$ cat config.mk
export PLATFORM = sky130hd
export DESIGN_NAME = pwm
export DESIGN_NICKNAME = d
export VERILOG_FILES = /design/src/rtl/pwm.sv
export SDC_FILE = /design/constraint.sdc
export NUM_CORES = 1
export LEC_CHECK = 0
export CAP_MARGIN = 5
export CELL_PAD_IN_SITES_DETAIL_PLACEMENT = 0
export CELL_PAD_IN_SITES_GLOBAL_PLACEMENT = 2
export CORE_MARGIN = 2
export CORE_UTILIZATION = 30
export DETAILED_ROUTE_END_ITERATION = 6
export PLACE_DENSITY_LB_ADDON = 0.1
export SYNTH_ARGS = -nofsm -noshare
export SYNTH_HDL_FRONTEND = slang
export SYNTH_SLANG_ARGS = --single-unit
$ cat constraint.sdc
create_clock -name clk -period 2.4 [get_ports clk]
set_clock_uncertainty 0.1 [all_clocks]
set_input_delay 0.48 -clock clk [delete_from_list [all_inputs] [get_ports clk]]
set_output_delay 0.48 -clock clk [all_outputs]
set_load 0.005 [all_outputs]
$ cat src/rtl/pwm.sv
// Counter-based PWM generator with a programmable prescaler.
// A prescale timer paces an R-bit duty counter; pwm_out is high while it is below duty.
module pwm #(
  parameter int R          = 8,
  parameter int TIMER_BITS = 8
) (
  input  logic                  clk,
  input  logic                  reset_n,
  input  logic [R:0]            duty,
  input  logic [TIMER_BITS-1:0] FINAL_VALUE,
  output logic                  pwm_out
);

  logic [TIMER_BITS-1:0] timer_q, timer_d;
  logic [R-1:0]          q_q, q_d;
  logic                  pwm_q, pwm_d;
  logic                  tick;

  // Next state: >= compare so a lowered terminal count restarts at once.
  always_comb begin
    tick    = (timer_q >= FINAL_VALUE);
    timer_d = timer_q + 1'b1;
    q_d     = q_q;
    if (tick) begin
      timer_d = '0;
      q_d     = q_q + 1'b1;
    end
    pwm_d = ({1'b0, q_q} < duty);
  end

  // State registers; reset (active-high despite the name) wins.
  always_ff @(posedge clk) begin
    if (reset_n) begin
      timer_q <= '0;
      q_q     <= '0;
      pwm_q   <= 1'b0;
    end else begin
      timer_q <= timer_d;
      q_q     <= q_d;
      pwm_q   <= pwm_d;
    end
  end

  assign pwm_out = pwm_q;

endmodule

==> summary.txt <==
Route
  • First-pass DRT Iterations: 3
  • Via count: about 900
  • # DRC: 0
  • DRT iter0 DRCs: 9
  • Wirelength per Cell: approximately 11 µm
  • Vias per cell: 4.477
  • Antenna Nets Post-Route: 0
  • Final wirelength: 2141 µm

Worst setup path
  • CP Launch Type: input pin
  • R2R setup slack: a little under 0.5 ns
  • CP Data Required Time: 2.53 ns
  • Worst-path fanout max: 13
  • Critical path endpoint category: register
  • Crit path DAT: about 2.3 ns
  • Crit path kind: in2reg

Clock tree
  • Clk slew on worst S/H paths: around 0.11 ns
  • TritonCTS Buffers: 3
  • CTS resizes: 0
  • TritonCTS clock tree: done
  • Clock sink total: 17
  • Post-CTS Setup Bufs: 0
  • H-tree depth: 1
  • Clock Path Buffers: 2
  • Root buffer cell: clkbuf_4
  • Post-CTS Hold Buffers: 0
  • Worst skew pair latency: between 0.2 and 0.3 ns

Yosys
  • Post-synth top flop: dfxtp_1
  • Syn nets: 165
  • Syn Std Cell Area: around 0.0011 mm²
  • Syn avg cell area: around 8.4 µm²
  • Synth warnings: 0
  • Largest family of logic cells by synthesized area: adder cells
  • #FFs+latches synth: 17
  • Synth Area in Simple Gates: 19.59%
  • Mux contribution to synthesized area: 0%
  • Post-synth EDFFs: 0
  • Synthesized instance count: roughly 130
  • XOR/XNOR Fraction of Synth Area: under 10%
  • Synth Area in Compound Gates: between 15 and 20%
  • Register area share after synthesis: 31.34%
  • Synth unique cells: 31
  • FFs w/ async S/R, synth: 0%
  • Post-Synth Adder-Cell Area: 19.59%

Layout
  • Synth-to-layout area growth: 25.11%
  • ANT cells: 0
  • FILL cells: ~370
  • Area occupied by multi-input gates: ~650 µm²
  • Post-route insts no fill: 197
  • Core Util, Final: roughly two fifths
  • Layout Nets: 188
  • Share of layout cells above drive strength 1: a little under 8%
  • Storage cell area: 340.3 µm²
  • Design Area, Final: 0.001359 mm²

STA
  • RSZ-0062 raised after global routing: false
  • Final Max Slew Viols: 0
  • Final hold viol count: 0
  • Endpoints failing setup: 0
  • Clock period minus worst slack: 2.154 ns
  • Worst rel slew slack: about four fifths
  • Maximum clock rate: 0.4643 GHz
  • Final Cycle Share: between 80% and 90%
  • Worst slew pin tran: approximately 0.28 ns

Run status
  • Outcome: finished, final reports clean

Pwr
  • Pleak: between 0.0005 and 0.0006 µW
  • Comb power frac: between 10% and 20%
  • Sequential power share: 55.0%
  • Int Pwr: about 400 µW
  • Pwr dens: just under 400 mW/mm²
  • Switching part of the total: between 20 and 30%
  • NetSw: 135.2 µW
  • Clk pwr share: 29.8%
  • Total power: approximately 540 µW
  • Peak supply drop: approximately 0.17 mV

Die
  • Core area: about 0.0034 mm²
  • Die width: between 60 and 70 µm
  • Total die area: just over 0.004 mm²
  • Die Y: 64.17 µm
  • Initial core utilization: between 30% and 40%
  • FP Rows: 21
  • Io pins: 20

Placed design
  • Dpl cell area: between 0.001 and 0.0015 mm²
  • IO Port Bufs: 19
  • RePlAce Congestion: approximately 0.76
  • # placed instances: around 190
  • DP Wirelength: ~1700 µm

Global route
  • Tot GR Track Use: a little under an eighth
  • First-pass GRT wire length: approximately 3700 µm
  • Initial antenna violation count: 0
  • GRT Residual Overflow: 0
  • Largest net degree at the start of global routing: 14
  • Vias in the first global route: 857

Hold path
  • Worst hold path class: reg2reg

Job
  • MaxCap Viol Count: 0
[path summary, 6_finish.rpt]
check / to / depth (start not counted) / startpoint
max: q_q[4]$_SDFFE_PP0P_ / 9 / FINAL_VALUE[7]
min: q_q[7]$_SDFFE_PP0P_ / 2 / q_q[7]$_SDFFE_PP0P_
max reg2reg: q_q[4]$_SDFFE_PP0P_ / 8 / timer_q[0]$_SDFF_PP0_
min reg2reg: q_q[7]$_SDFFE_PP0P_ / 2 / q_q[7]$_SDFFE_PP0P_
[registers in the layout (all words and copies together), names as in the netlist]
name and count:
timer_q 8, q_q 8, pwm_out 1
[placed cells by master, fill, tap and decap left out]
master and count:
o21ba_2 1, o21ai_0 7, and3_1 3, inv_1 18
nand3_2 1, a21oi_1 13, nor3b_1 1, nor3_1 7
nor2b_1 1, nand4_1 1, or3_1 6, a21o_2 1
a21oi_2 1, xnor2_1 2, clkbuf_4 3, o21ai_2 1
a211oi_1 1, nand2b_1 1, xor2_1 5, clkdlybuf4s50_1 19
o221ai_1 1, nor2_1 2, clkbuf_1 1, nand2_1 6
buf_4 3, and4_1 1, o221ai_2 1, ha_1 17
nand3_1 8, and2_1 1, dfxtp_1 17
[cell usage after synthesis, drive strengths merged, types with 2 or more instances]
master	number	area [µm²]
a21oi	14	73.82
and3	3	18.77
buf	3	20.01
dfxtp	17	340.3
ha	17	212.7
inv	18	67.56
nand2	6	22.52
nand3	9	50.05
nor2	2	7.510
nor3	7	35.03
o21ai	8	43.79
o221ai	2	23.77
or3	6	37.54
xnor2	2	17.52
xor2	5	43.79
[per-layer routing]
layer	vias up	GRT usage, %	part of all wire [%]	wire, µm
met5	-	0	0	0
met4	0	4.787	0.98	21
met3	2	3.169	4.5	97
met2	12	17.19	39	841
met1	375	16.17	55	1180
li1	493	-	-	-
[worst max-delay path, cell delays in order]
cell             delay, ns
clkdlybuf4s50_1       0.46
inv_1                 0.04
ha_1                  0.29
nand3_2               0.09
nor2_1                0.19
a21oi_2               0.08
buf_4                 0.17
or3_1                 0.34
a21oi_1               0.14
[power by group through the flow]
| stage | combinational [µW] | sequential (µW) | clock, µW |
|---|---|---|---|
| 3_3_place_gp | 81.3 | 302 | 0 |
| 3_5_place_dp | 82.9 | 302 | 0 |
| 5_1_grt | 93.1 | 297 | 184 |
| 2_1_floorplan | 41.0 | 300 | 0 |
| 4_1_cts | 83.6 | 295 | 164 |
| 6_report | 81.6 | 295 | 160 |
[through the flow]
stage	TNS, ns	setup WS [ns]	hold slack (ns)
2_1_floorplan	0	0.5204	0.3618
3_5_place_dp	-0.2912	-0.05606	0.3828
4_1_cts	0	0.2429	0.3993
3_3_place_gp	-0.08712	-0.02140	0.3771
5_1_grt	0	0.06950	0.4369
6_report	0	0.2461	0.4001
[final cells by class]
cell class / count / share of cell area, %
multi-input combinational: 90 / 48.16
sequential: 17 / 25.05
timing repair buffer: 22 / 15.65
tap: 46 / 4.236
inverter: 18 / 4.972
clock buffer: 4 / 1.934
[kinds of logic after synthesis]
kind of cell	count (synthesis)
simple gates	39
compound gates	27
buf+inv	22
fa+ha+maj	17
flops	17
xor+xnor	7
No activity file was read; power rests on OpenSTA's default activity.
